[config.mk]
export PLATFORM = sky130hd
export DESIGN_NAME = cfu_cmd_sequencer
export DESIGN_NICKNAME = d
export VERILOG_FILES = /design/src/rtl/cfu_cmd_sequencer.sv
export SDC_FILE = /design/constraint.sdc
export NUM_CORES = 1
export LEC_CHECK = 0
export ABC_AREA = 1
export CORE_UTILIZATION = 60
export CTS_CLUSTER_SIZE = 16
export DETAILED_ROUTE_END_ITERATION = 12
export DONT_BUFFER_PORTS = 1
export PLACE_DENSITY = 0.76
export REMOVE_ABC_BUFFERS = 1
export SYNTH_ARGS = -nofsm -noshare
export SYNTH_HDL_FRONTEND = slang
export SYNTH_SLANG_ARGS = --single-unit
[constraint.sdc]
create_clock -name clk -period 5.5 [get_ports clk]
set_input_delay 1.1 -clock clk [delete_from_list [all_inputs] [get_ports clk]]
set_output_delay 1.1 -clock clk [all_outputs]
set_load 0.01 [all_outputs]
[src/rtl/cfu_cmd_sequencer.sv]
// Matrix CFU command sequencer: loads A/B, runs, then reads C lanes back to memory.
// Define CFU_SEQ_CLEAR_C_EN to clear every C row before the loads.
module cfu_cmd_sequencer #(
    parameter int SRC_AW = 16,
    parameter int DST_AW = 16
) (
    input  logic              clk,
    input  logic              reset,
    input  logic              start,
    input  logic [14:0]       a_words,
    input  logic [13:0]       b_words,
    input  logic [13:0]       c_rows,
    input  logic [SRC_AW-1:0] a_src_base,
    input  logic [SRC_AW-1:0] b_src_base,
    input  logic [DST_AW-1:0] dst_base,
    input  logic [8:0]        k,
    input  logic [8:0]        m,
    input  logic [8:0]        n,
    input  logic [8:0]        input_offset,
    output logic              busy,
    output logic              done,
    output logic              src_en,
    output logic [SRC_AW-1:0] src_addr,
    input  logic [31:0]       src_rdata,
    output logic              dst_we,
    output logic [DST_AW-1:0] dst_addr,
    output logic [31:0]       dst_wdata,
    output logic              cmd_valid,
    input  logic              cmd_ready,
    output logic [9:0]        cmd_payload_function_id,
    output logic [31:0]       cmd_payload_inputs_0,
    output logic [31:0]       cmd_payload_inputs_1,
    input  logic              rsp_valid,
    output logic              rsp_ready,
    input  logic [31:0]       rsp_payload_outputs_0
);
    // Phase encodings double as funct7 so function_id falls straight out of the register.
    typedef enum logic [2:0] {
        P_IDLE = 3'd0, P_LA = 3'd1, P_LB = 3'd2, P_RUN = 3'd3, P_RC = 3'd4, P_CLR = 3'd5
    } phase_t;
    typedef enum logic [2:0] {S_IDLE, S_FETCH, S_CAPT, S_ISSUE, S_WAIT, S_DONE} state_t;

    state_t            state_q, state_d;
    phase_t            phase_q, phase_d;
    logic [14:0]       idx_q, idx_d, idx_nx;
    logic [1:0]        lane_q, lane_d;
    logic              latch, last;
    logic [14:0]       a_q;
    logic [13:0]       b_q, c_q;
    logic [SRC_AW-1:0] a_base_q, b_base_q;
    logic [DST_AW-1:0] dst_base_q;
    logic [8:0]        k_q, m_q, n_q, off_q;
    logic [31:0]       data_q;
    logic              dst_we_q, done_q;
    logic [DST_AW-1:0] dst_addr_q;
    logic [31:0]       dst_wdata_q;

    // Next non-empty phase after p; P_IDLE means the job is finished. RUN is never skipped.
    function automatic phase_t phase_after(phase_t p, logic [14:0] a, logic [13:0] b, logic [13:0] c);
        phase_t q;
        q = P_RUN;
        if (p == P_RUN) q = (c != '0) ? P_RC : P_IDLE;
        else if (p == P_RC) q = P_IDLE;
        else begin
            if (p != P_LB && b != '0) q = P_LB;
            if ((p == P_IDLE || p == P_CLR) && a != '0) q = P_LA;
`ifdef CFU_SEQ_CLEAR_C_EN
            if (p == P_IDLE && c != '0) q = P_CLR;
`endif
        end
        return q;
    endfunction

    function automatic state_t entry(phase_t p);
        state_t s;
        case (p)
            P_IDLE:      s = S_DONE;
            P_LA, P_LB:  s = S_FETCH;
            default:     s = S_ISSUE;
        endcase
        return s;
    endfunction

    assign idx_nx = idx_q + 15'd1;

    always_comb begin
        last = 1'b1;
        case (phase_q)
            P_LA:    last = (idx_nx == a_q);
            P_LB:    last = (idx_nx == {1'b0, b_q});
            P_RC:    last = (lane_q == 2'd3) && (idx_nx == {1'b0, c_q});
`ifdef CFU_SEQ_CLEAR_C_EN
            P_CLR:   last = (idx_nx == {1'b0, c_q});
`endif
            default: last = 1'b1;
        endcase
    end

    always_comb begin
        state_d = state_q;
        phase_d = phase_q;
        idx_d   = idx_q;
        lane_d  = lane_q;
        latch   = 1'b0;
        case (state_q)
            S_IDLE: if (start) begin
                latch   = 1'b1;
                phase_d = phase_after(P_IDLE, a_words, b_words, c_rows);
                idx_d   = '0;
                lane_d  = '0;
                state_d = entry(phase_d);
            end
            S_FETCH: state_d = S_CAPT;
            S_CAPT:  state_d = S_ISSUE;
            S_ISSUE: if (cmd_ready) state_d = S_WAIT;
            S_WAIT: if (rsp_valid) begin
                if (last) begin
                    phase_d = phase_after(phase_q, a_q, b_q, c_q);
                    idx_d   = '0;
                    lane_d  = '0;
                    state_d = entry(phase_d);
                end else begin
                    if (phase_q == P_RC && lane_q != 2'd3) lane_d = lane_q + 2'd1;
                    else begin
                        idx_d  = idx_nx;
                        lane_d = '0;
                    end
                    state_d = entry(phase_q);
                end
            end
            S_DONE:  state_d = S_IDLE;
            default: state_d = S_IDLE;
        endcase
    end

    always_ff @(posedge clk) begin
        if (reset) state_q <= S_IDLE;
        else       state_q <= state_d;
    end

    always_ff @(posedge clk) begin
        if (reset) begin
            phase_q     <= P_IDLE;
            idx_q       <= '0;
            lane_q      <= '0;
            a_q         <= '0;
            b_q         <= '0;
            c_q         <= '0;
            a_base_q    <= '0;
            b_base_q    <= '0;
            dst_base_q  <= '0;
            k_q         <= '0;
            m_q         <= '0;
            n_q         <= '0;
            off_q       <= '0;
            data_q      <= '0;
            dst_we_q    <= 1'b0;
            dst_addr_q  <= '0;
            dst_wdata_q <= '0;
            done_q      <= 1'b0;
        end else begin
            phase_q <= phase_d;
            idx_q   <= idx_d;
            lane_q  <= lane_d;
            if (latch) begin
                a_q        <= a_words;
                b_q        <= b_words;
                c_q        <= c_rows;
                a_base_q   <= a_src_base;
                b_base_q   <= b_src_base;
                dst_base_q <= dst_base;
                k_q        <= k;
                m_q        <= m;
                n_q        <= n;
                off_q      <= input_offset;
            end
            if (state_q == S_CAPT) data_q <= src_rdata;
            // Row r lane l lands at dst_base + 4r + l, i.e. {r,l} as an offset.
            dst_we_q <= (state_q == S_WAIT) && rsp_valid && (phase_q == P_RC);
            if ((state_q == S_WAIT) && rsp_valid && (phase_q == P_RC)) begin
                dst_addr_q  <= dst_base_q + DST_AW'({idx_q, lane_q});
                dst_wdata_q <= rsp_payload_outputs_0;
            end
            done_q <= (state_q == S_DONE);
        end
    end

    assign busy      = (state_q != S_IDLE);
    assign done      = done_q;
    assign src_en    = (state_q == S_FETCH);
    assign src_addr  = ((phase_q == P_LB) ? b_base_q : a_base_q) + SRC_AW'(idx_q);
    assign dst_we    = dst_we_q;
    assign dst_addr  = dst_addr_q;
    assign dst_wdata = dst_wdata_q;
    assign cmd_valid = (state_q == S_ISSUE);
    assign rsp_ready = (state_q == S_WAIT);
    assign cmd_payload_function_id = {4'b0, phase_q, 3'b0};

    always_comb begin
        cmd_payload_inputs_0 = '0;
        cmd_payload_inputs_1 = '0;
        case (phase_q)
            P_LA: begin
                cmd_payload_inputs_0 = {18'b0, idx_q[13:0]};
                cmd_payload_inputs_1 = data_q;
            end
            P_LB: begin
                cmd_payload_inputs_0 = {19'b0, idx_q[12:0]};
                cmd_payload_inputs_1 = data_q;
            end
            P_RUN: begin
                cmd_payload_inputs_0 = {5'b0, k_q, m_q, n_q};
                cmd_payload_inputs_1 = {23'b0, off_q};
            end
            P_RC: begin
                cmd_payload_inputs_0 = {19'b0, idx_q[12:0]};
                cmd_payload_inputs_1 = {30'b0, lane_q};
            end
            P_CLR:   cmd_payload_inputs_0 = {19'b0, idx_q[12:0]};
            default: cmd_payload_inputs_0 = '0;
        endcase
    end
endmodule

==> summary.txt, run 1 <==
Setup path
  – Critical path launch point type: flip-flop
  – Worst R2R Setup Slack: 2.16 ns
  – Largest stage delay on the critical path: ~0.43 ns
  – Worst-path fanout max: 32
  – Worst Path Arrival: around 4.1 ns
  – Critical Path RT: about 4.4 ns
  – Worst Setup End Kind: output port
  – CP max-delay cell: dfxtp_1
  – Worst path bufs/invs: 1
  – CP delay by family, top: compound AO/OA/AOI/OAI gates
  – CP cell instances: nor2_4, nand2_1, buf_4, nand2_1, o21ai_0, ha_1, fa_1, nand3_1, nand2_1, a21oi_1, o21ai_0, a21boi_0, o21ai_0, a21oi_1, nor2_1, nor2_1, xnor2_1
  – Critical path type: reg -> out

STA
  – Slew margin rel.: ~25%
  – Fin. Hold Viols: 0
  – Max Fclk: 193 MHz
  – Clock skew: 0.0181 ns
  – Final setup violation count: 0
  – Final period util: 94.4%
  – RSZ-0062 raised after global routing: no
  – Minimum clock period: 5.19 ns
  – Final Hold Slack: roughly 0.45 ns
  – Max Slew Vio Count: 0
  – Worst Max-Slew Pin Slew: 1.13 ns

Synthesis
  – #FFs+latches synth: between 200 and 250
  – Synth area leaders: dfxtp_1, o21ai_0, nor2_1
  – Netlist cell types: 42
  – Avg Cell Area, Syn: 6.81 um2
  – Asr flop ratio synth: 0%
  – Mapped Cells: 1,735
  – Top cell type's share of synthesized area: about two fifths
  – Synthesized cell area: 11,800 um2
  – Seq/Total Area, Yosys: 39.3%
  – Leading area contributor after synthesis: dfxtp_1
  – Post-synth EDFFs: 0
  – Ys flop type: dfxtp_1
  – Synth warnings: 0

Place
  – I/O Buffers: 0
  – RePlAce Congestion: between 0.9 and 1
  – Placed insts: 1,910
  – Detailed placement HPWL: between 20 and 25 mm

Cells and area
  – Finished Layout Cells: 1,959
  – Final nets: between 1.5k and 2k
  – Share of post-route cells with drive strength above 1: under 10%
  – Synth-to-Final Area Change: 7.18%

GRT
  – Overflow left after global routing: 0
  – Largest net degree at the start of global routing: 111
  – Initial antenna violation count: 3
  – GRT Max-Usage Layer: met2
  – GR Util met1: 39.9%
  – Met3 global-route usage: 8.21%
  – Global-route wire length before repair: approximately 53 mm
  – Overall routing resource usage: 33.0%
  – GR Layer Usage met2: approximately 57%
  – Vias in the first global route: 10.2k

Drt
  – # DRC: 0
  – Vias: between 10k and 15k
  – Drt first-iter violations: 673
  – Drt wl/cell: 17.6 um
  – Antenna Nets Post-Route: 0
  – Final WL: 34.5 mm
  – Via density: roughly 5.7
  – Iteration count of the initial detailed-routing pass: 7

Status
  – Status: completed

Power
  – Leakage: 5.40 nW
  – Cell Pwr Density: 470 nW/um2
  – Peak VDD IR: roughly 0.44 mV

Job
  – Max-cap violations: 0

Clock tree
  – Worst skew pair latency: 0.54 ns
  – H-tree levels: 1
  – Clk slew on worst S/H paths: 0.07 ns
  – CTS Buf Count: 25
  – # clock sinks: 232
  – CTS tree: built
  – Clock root cell: clkbuf_16
  – Clock Path Buffers: 3

Floorplan
  – IO Count: 340
  – Core footprint: roughly 19,000 um2
  – Die X: between 100 and 150 um
  – Die height: 142 um
  – Num rows: 50
  – Initial core utilization: 62.1%
  – DIE AREA: 20,300 um2

Hold path
  – Hold WC Path Type: reg -> reg
==> layout make-up <==
cell class              count  area [um2]
multi-input cells        1204        5990
well taps                 260         325
inverters                 202         766
repair buffers             12         103
clock inverters            15         143
fillers                  1745        6360
flip-flops and latches    232        4640
diodes                      3        7.51
clock buffers              31         688
==> power breakdown <==
part           leakage (nW)  total (mW)  switching [mW]  internal (mW)
sequential             1.90        2.25           0.222           2.03
clock                 0.403        1.70           0.746          0.954
combinational          3.09        1.99            1.40          0.596
total                  5.40        5.95            2.36           3.58
==> synth_stat cells, types with 3 or more instances <==
| library cell | number |
|---|---|
| nor2_1 | 297 |
| o21ai_0 | 250 |
| dfxtp_1 | 232 |
| nand2_1 | 217 |
| inv_1 | 202 |
| a21oi_1 | 180 |
| clkbuf_1 | 79 |
| nand3_1 | 77 |
| ha_1 | 32 |
| nand4_1 | 18 |
| xor2_1 | 16 |
| a211oi_1 | 15 |
| buf_4 | 14 |
| nor4_1 | 12 |
| buf_2 | 10 |
| nor3_1 | 8 |
| xnor2_1 | 8 |
| nor2_2 | 7 |
| o22ai_1 | 7 |
| a21o_1 | 5 |
| a31oi_1 | 5 |
| nor2_4 | 4 |
| o211ai_1 | 4 |
| o21ai_1 | 4 |
| o221ai_1 | 4 |
| a21boi_0 | 3 |
| buf_6 | 3 |
| nand3_2 | 3 |
==> state kept, by name (all words and copies together), names as in the netlist <==
register,cells
a_base_q,16
c_q,14
done,1
data_q,32
phase_q,3
n_q,9
off_q,9
dst_wdata,32
dst_base_q,16
b_base_q,16
dst_we,1
m_q,9
b_q,14
k_q,9
dst_addr,16
idx_q,15
lane_q,2
state_q,3
a_q,15
==> placed cells by master (no fill, tap or decap), types with 5 or more instances in the layout <==
| cell type | Yosys | layout |
|---|---|---|
| nor2_4 | 4 | 7 |
| xor2_1 | 16 | 16 |
| nor3_1 | 8 | 8 |
| conb_1 | 1 | 12 |
| a31oi_1 | 5 | 5 |
| a211oi_1 | 15 | 15 |
| xnor2_1 | 8 | 8 |
| ha_1 | 32 | 32 |
| a21o_1 | 5 | 5 |
| a21oi_1 | 180 | 180 |
| inv_1 | 202 | 200 |
| nor4_1 | 12 | 12 |
| nand2_1 | 217 | 217 |
| clkbuf_16 | 0 | 25 |
| nor2_2 | 7 | 7 |
| dfxtp_1 | 232 | 232 |
| o22ai_1 | 7 | 7 |
| nor2_1 | 297 | 294 |
| nand4_1 | 18 | 18 |
| clkinv_2 | 0 | 5 |
| buf_4 | 14 | 11 |
| o21ai_1 | 4 | 5 |
| o21ai_0 | 250 | 249 |
| nand3_1 | 77 | 76 |
==> what timing repair did <==
item                       in CTS  in global routing
gates resized for setup         0                  2
setup endpoints to repair       0                  2
hold buffers                    0                  0
setup buffers                   0                  0
==> through the flow <==
| step | utilization (%) | area [um2] | TNS, ns | total power [mW] | setup slack, ns |
|---|---|---|---|---|---|
| 5_1_grt | 66.6 | 12700 | 0 | 6.32 | 0.0459 |
| 3_3_place_gp | 62.1 | 11800 | 0 | 4.19 | 0.929 |
| 2_1_floorplan | - | 11400 | -12.49 | 3.70 | -0.707 |
| 3_5_place_dp | 62.1 | 11800 | 0 | 4.24 | 0.742 |
| 6_report | 66.6 | 12700 | 0 | 5.95 | 0.308 |
| 4_1_cts | 66.5 | 12600 | 0 | 5.93 | 0.151 |
==> final timing paths <==
check | startpoint | to | cells past startpoint
setup / recovery | phase_q[2]$_SDFFE_PP0P_ | src_addr[14] | 17
hold reg to reg | b_base_q[13]$_SDFFE_PP0P_ | b_base_q[13]$_SDFFE_PP0P_ | 2
setup reg to reg | idx_q[1]$_SDFFE_PP0P_ | phase_q[1]$_SDFFE_PP0P_ | 15
hold / removal | b_base_q[13]$_SDFFE_PP0P_ | b_base_q[13]$_SDFFE_PP0P_ | 2
==> logic make-up after synthesis <==
family          Yosys count  synth area share, %
flops                   232                 39.3
other cells               1               0.0317
fa+ha+maj                34                 3.73
simple gates            652                 23.2
buf+inv                 310                 10.6
compound gates          482                 21.4
xor+xnor                 24                 1.78
==> routing by layer <==
| layer | wire, um | vias up |
|---|---|---|
| li1 | - | 5557 |
| met4 | 1020 | 0 |
| met5 | 0 | - |
| met3 | 2780 | 71 |
| met2 | 16700 | 420 |
| met1 | 13900 | 5062 |
==> worst register-to-register path: cells and delay by family, from the launching register on <==
kind                     cells  cell delay (ns)
AO/OA/AOI/OAI                2             0.26
adder cells (fa/ha/maj)      1             0.31
buffers and inverters        1             0.15
flip-flops                   1             0.58
AND/OR/NAND/NOR             11             1.98
(Power assumes the default switching activity.)
==> inputs of run 2 (changes only) <==
- CORE_UTILIZATION: 60 -> 30
- PLACE_DENSITY: 0.76 -> default
==> summary.txt, run 2 (same netlist as run 1, synthesis figures left out) <==
Cells and area
  – Most frequent cells in the layout: nor2_1, o21ai_0, dfxtp_1 (unchanged)
  – Fillers: 4,222 (was 1,745)
  – Most common cell after layout, fill and taps aside: nor2_1 (unchanged)
  – Storage cell area: 4640 um2 (unchanged)
  – Post-route cell area: 13,000 um2 (was 12,700 um2)
  – Synth-to-Final Area Change: 10.4% (was 7.18%)
  – Share of post-route cells with drive strength above 1: 4.89% (was 4.83%)
  – Final nets: 1,911 (was 1,907)
  – Multi-input logic area: 5990 um2 (about the same)

Floorplan
  – Die X: 200 um (was 142 um)
  – IO Count: 340 (unchanged)
  – Core footprint: 38,700 um2 (was 19,000 um2)
  – Initial core utilization: 30.5% (was 62.1%)
  – Die height: 200 um (was 142 um)
  – Num rows: 72 (was 50)
  – DIE AREA: 40,200 um2 (was 20,300 um2)

Hold path
  – WHS Endpoint: b_base_q[8]$_SDFFE_PP0P_ (was b_base_q[13]$_SDFFE_PP0P_)
  – Hold Path Origin: b_base_q[8]$_SDFFE_PP0P_ (was b_base_q[13]$_SDFFE_PP0P_)
  – Worst hold path depth: 2 (unchanged)
  – Hold WC Path Type: reg -> reg (unchanged)

STA
  – Max Fclk: 199 MHz (was 193 MHz)
  – Final period util: 91.2% (was 94.4%)
  – Fin. Hold Viols: 0 (unchanged)
  – Slew margin rel.: 38.3% (was 24.6%)
  – Worst Max-Slew Pin Slew: 0.926 ns (was 1.13 ns)
  – Final setup violation count: 0 (unchanged)
  – Minimum clock period: 5.02 ns (was 5.19 ns)
  – Max Slew Vio Count: 0 (unchanged)
  – Clock skew: 0.0206 ns (was 0.0181 ns)
  – Worst setup margin: 0.484 ns (was 0.308 ns)

Clock tree
  – H-tree levels: 1 (unchanged)
  – Clock root cell: clkbuf_16 (unchanged)
  – Clk slew on worst S/H paths: 0.06 ns (was 0.07 ns)
  – Clock Path Buffers: 3 (unchanged)
  – CTS tree: built (unchanged)
  – Worst skew pair latency: 0.55 ns (was 0.54 ns)
  – # clock sinks: 232 (unchanged)
  – CTS Buf Count: 26 (was 25)

Drt
  – Vias: 10.9k (was 11.1k)
  – Drt wl/cell: 17.5 um (was 17.6 um)
  – Drt first-iter violations: 612 (was 673)
  – Final WL: 38.9 mm (was 34.5 mm)
  – Iteration count of the initial detailed-routing pass: 5 (was 7)
  – # DRC: 0 (unchanged)
  – Via density: 4.92 (was 5.67)
  – Antenna Nets Post-Route: 0 (unchanged)

GRT
  – Global-route wire length before repair: 59.6 mm (was 52.8 mm)
  – Initial antenna violation count: 4 (was 3)
  – Vias in the first global route: 10.3k (was 10.2k)
  – Overflow left after global routing: 0 (unchanged)
  – Overall routing resource usage: 18.9% (was 33.0%)
  – Largest net degree at the start of global routing: 115 (was 111)

Setup path
  – Worst R2R Setup Slack: 1.94 ns (was 2.16 ns)
  – Worst Reg2Reg Path Length in Cells: 16 (was 15)
  – Worst setup path start: phase_q[2]$_SDFFE_PP0P_ (unchanged)
  – Worst-path fanout max: 18 (was 32)
  – Critical Path RT: 4.40 ns (about the same)
  – RR Startpoint: phase_q[2]$_SDFFE_PP0P_ (was idx_q[1]$_SDFFE_PP0P_)
  – Worst Setup End Kind: output port (unchanged)
  – Critical path type: reg -> out (unchanged)
  – R2r endpoint: phase_q[1]$_SDFFE_PP0P_ (unchanged)
  – Critical path launch point type: flip-flop (unchanged)
  – Worst Path Arrival: 3.92 ns (was 4.09 ns)

Power
  – Peak VDD IR: 0.220 mV (was 0.444 mV)
  – Cell Pwr Density: 467 nW/um2 (was 470 nW/um2)
  – Leakage: 5.44 nW (was 5.40 nW)

Place
  – Detailed placement HPWL: 28.4 mm (was 24.4 mm)
  – Worst slack, placed: 0.431 ns (was 0.742 ns)
  – Dpl cell area: 12,200 um2 (was 11,800 um2)
  – RePlAce Congestion: 0.905 (was 0.927)
  – I/O Buffers: 0 (unchanged)

Job
  – Max-cap violations: 0 (unchanged)

Status
  – Status: completed (unchanged)
[run 2: cell types whose count changed in the layout (fill, tap and decap cells not counted), sizes merged]
| cell | previous run | this run |
|---|---|---|
| inv | 206 | 203 |
| clkbuf | 31 | 32 |
| buf | 12 | 15 |
| bufinv | 1 | 3 |
| diode | 3 | 2 |
| clkinv | 6 | 8 |
| clkinvlp | 4 | 0 |
[run 2: layer usage]
| layer | global-route usage, % | up-vias | wire [um] |
|---|---|---|---|
| li1 | - | 5562 | - |
| met1 | 23.5 | 4970 | 16800 |
| met2 | 32.2 | 316 | 18500 |
| met3 | 4.01 | 52 | 2450 |
| met4 | 6.38 | 4 | 1080 |
| met5 | 0 | - | 23 |
[run 2: cell type report]
| type | instances | share of cell area, % |
|---|---|---|
| Sequential cell | 232 | 35.6 |
| Clock buffer | 32 | 5.48 |
| Multi-Input combinational cell | 1204 | 46.0 |
| Clock inverter | 12 | 1.12 |
| Antenna cell | 2 | 0.0384 |
| Timing Repair Buffer | 15 | 0.959 |
| Tap cell | 518 | 4.97 |
| Inverter | 202 | 5.87 |
[run 2: metrics by stage]
stage	total power, mW	TNS [ns]	hold slack (ns)	instances	utilization, %
floorplan	3.70	-12.49	0.426	1638	-
global placement	4.31	0	0.437	2171	31.4
detailed placement	4.34	0	0.443	2171	31.4
CTS	6.15	0	0.451	2215	33.6
global route	6.52	-0.00456	0.468	2215	33.7
finish	6.09	0	0.447	2217	33.7
[run 2: report_power, final]
| part | leakage (nW) | total, mW | internal (mW) | switching, mW |
|---|---|---|---|---|
| clock network | 0.429 | 1.78 | 1.06 | 0.718 |
| registers | 1.90 | 2.26 | 2.03 | 0.230 |
| logic | 3.11 | 2.05 | 0.604 | 1.44 |
| total | 5.44 | 6.09 | 3.70 | 2.39 |
[run 2: timing repair]
action	CTS	global route
endpoints found under the setup margin	2	4
pin swaps	0	0
resized for setup	1	4
hold endpoints to repair	0	0
buffers inserted	0	0
hold buffers	0	0
[run 2: critical path: stages, from the launching register on]
cell	delay, ns
dfxtp_1	0.41
nor2_4	0.34
nand2_4	0.22
nand2_1	0.10
o21ai_0	0.08
ha_1	0.22
fa_1	0.42
nand3_1	0.09
nand2_1	0.09
a21oi_1	0.21
o21ai_0	0.16
a21boi_0	0.31
o21ai_0	0.19
a21oi_1	0.17
nor2_1	0.05
nor2_1	0.12
xnor2_1	0.20
[run 2: how the worst max path moves through the flow]
stage / slack, ns / end
final: 0.48 / src_addr[14]
after global routing: -0.005 / src_addr[14]
after CTS: 0.06 / src_addr[13]
after detailed placement: 0.43 / src_addr[13]
after global placement: 0.56 / src_addr[13]
after floorplan: -0.71 / phase_q[1]$_SDFFE_PP0P_
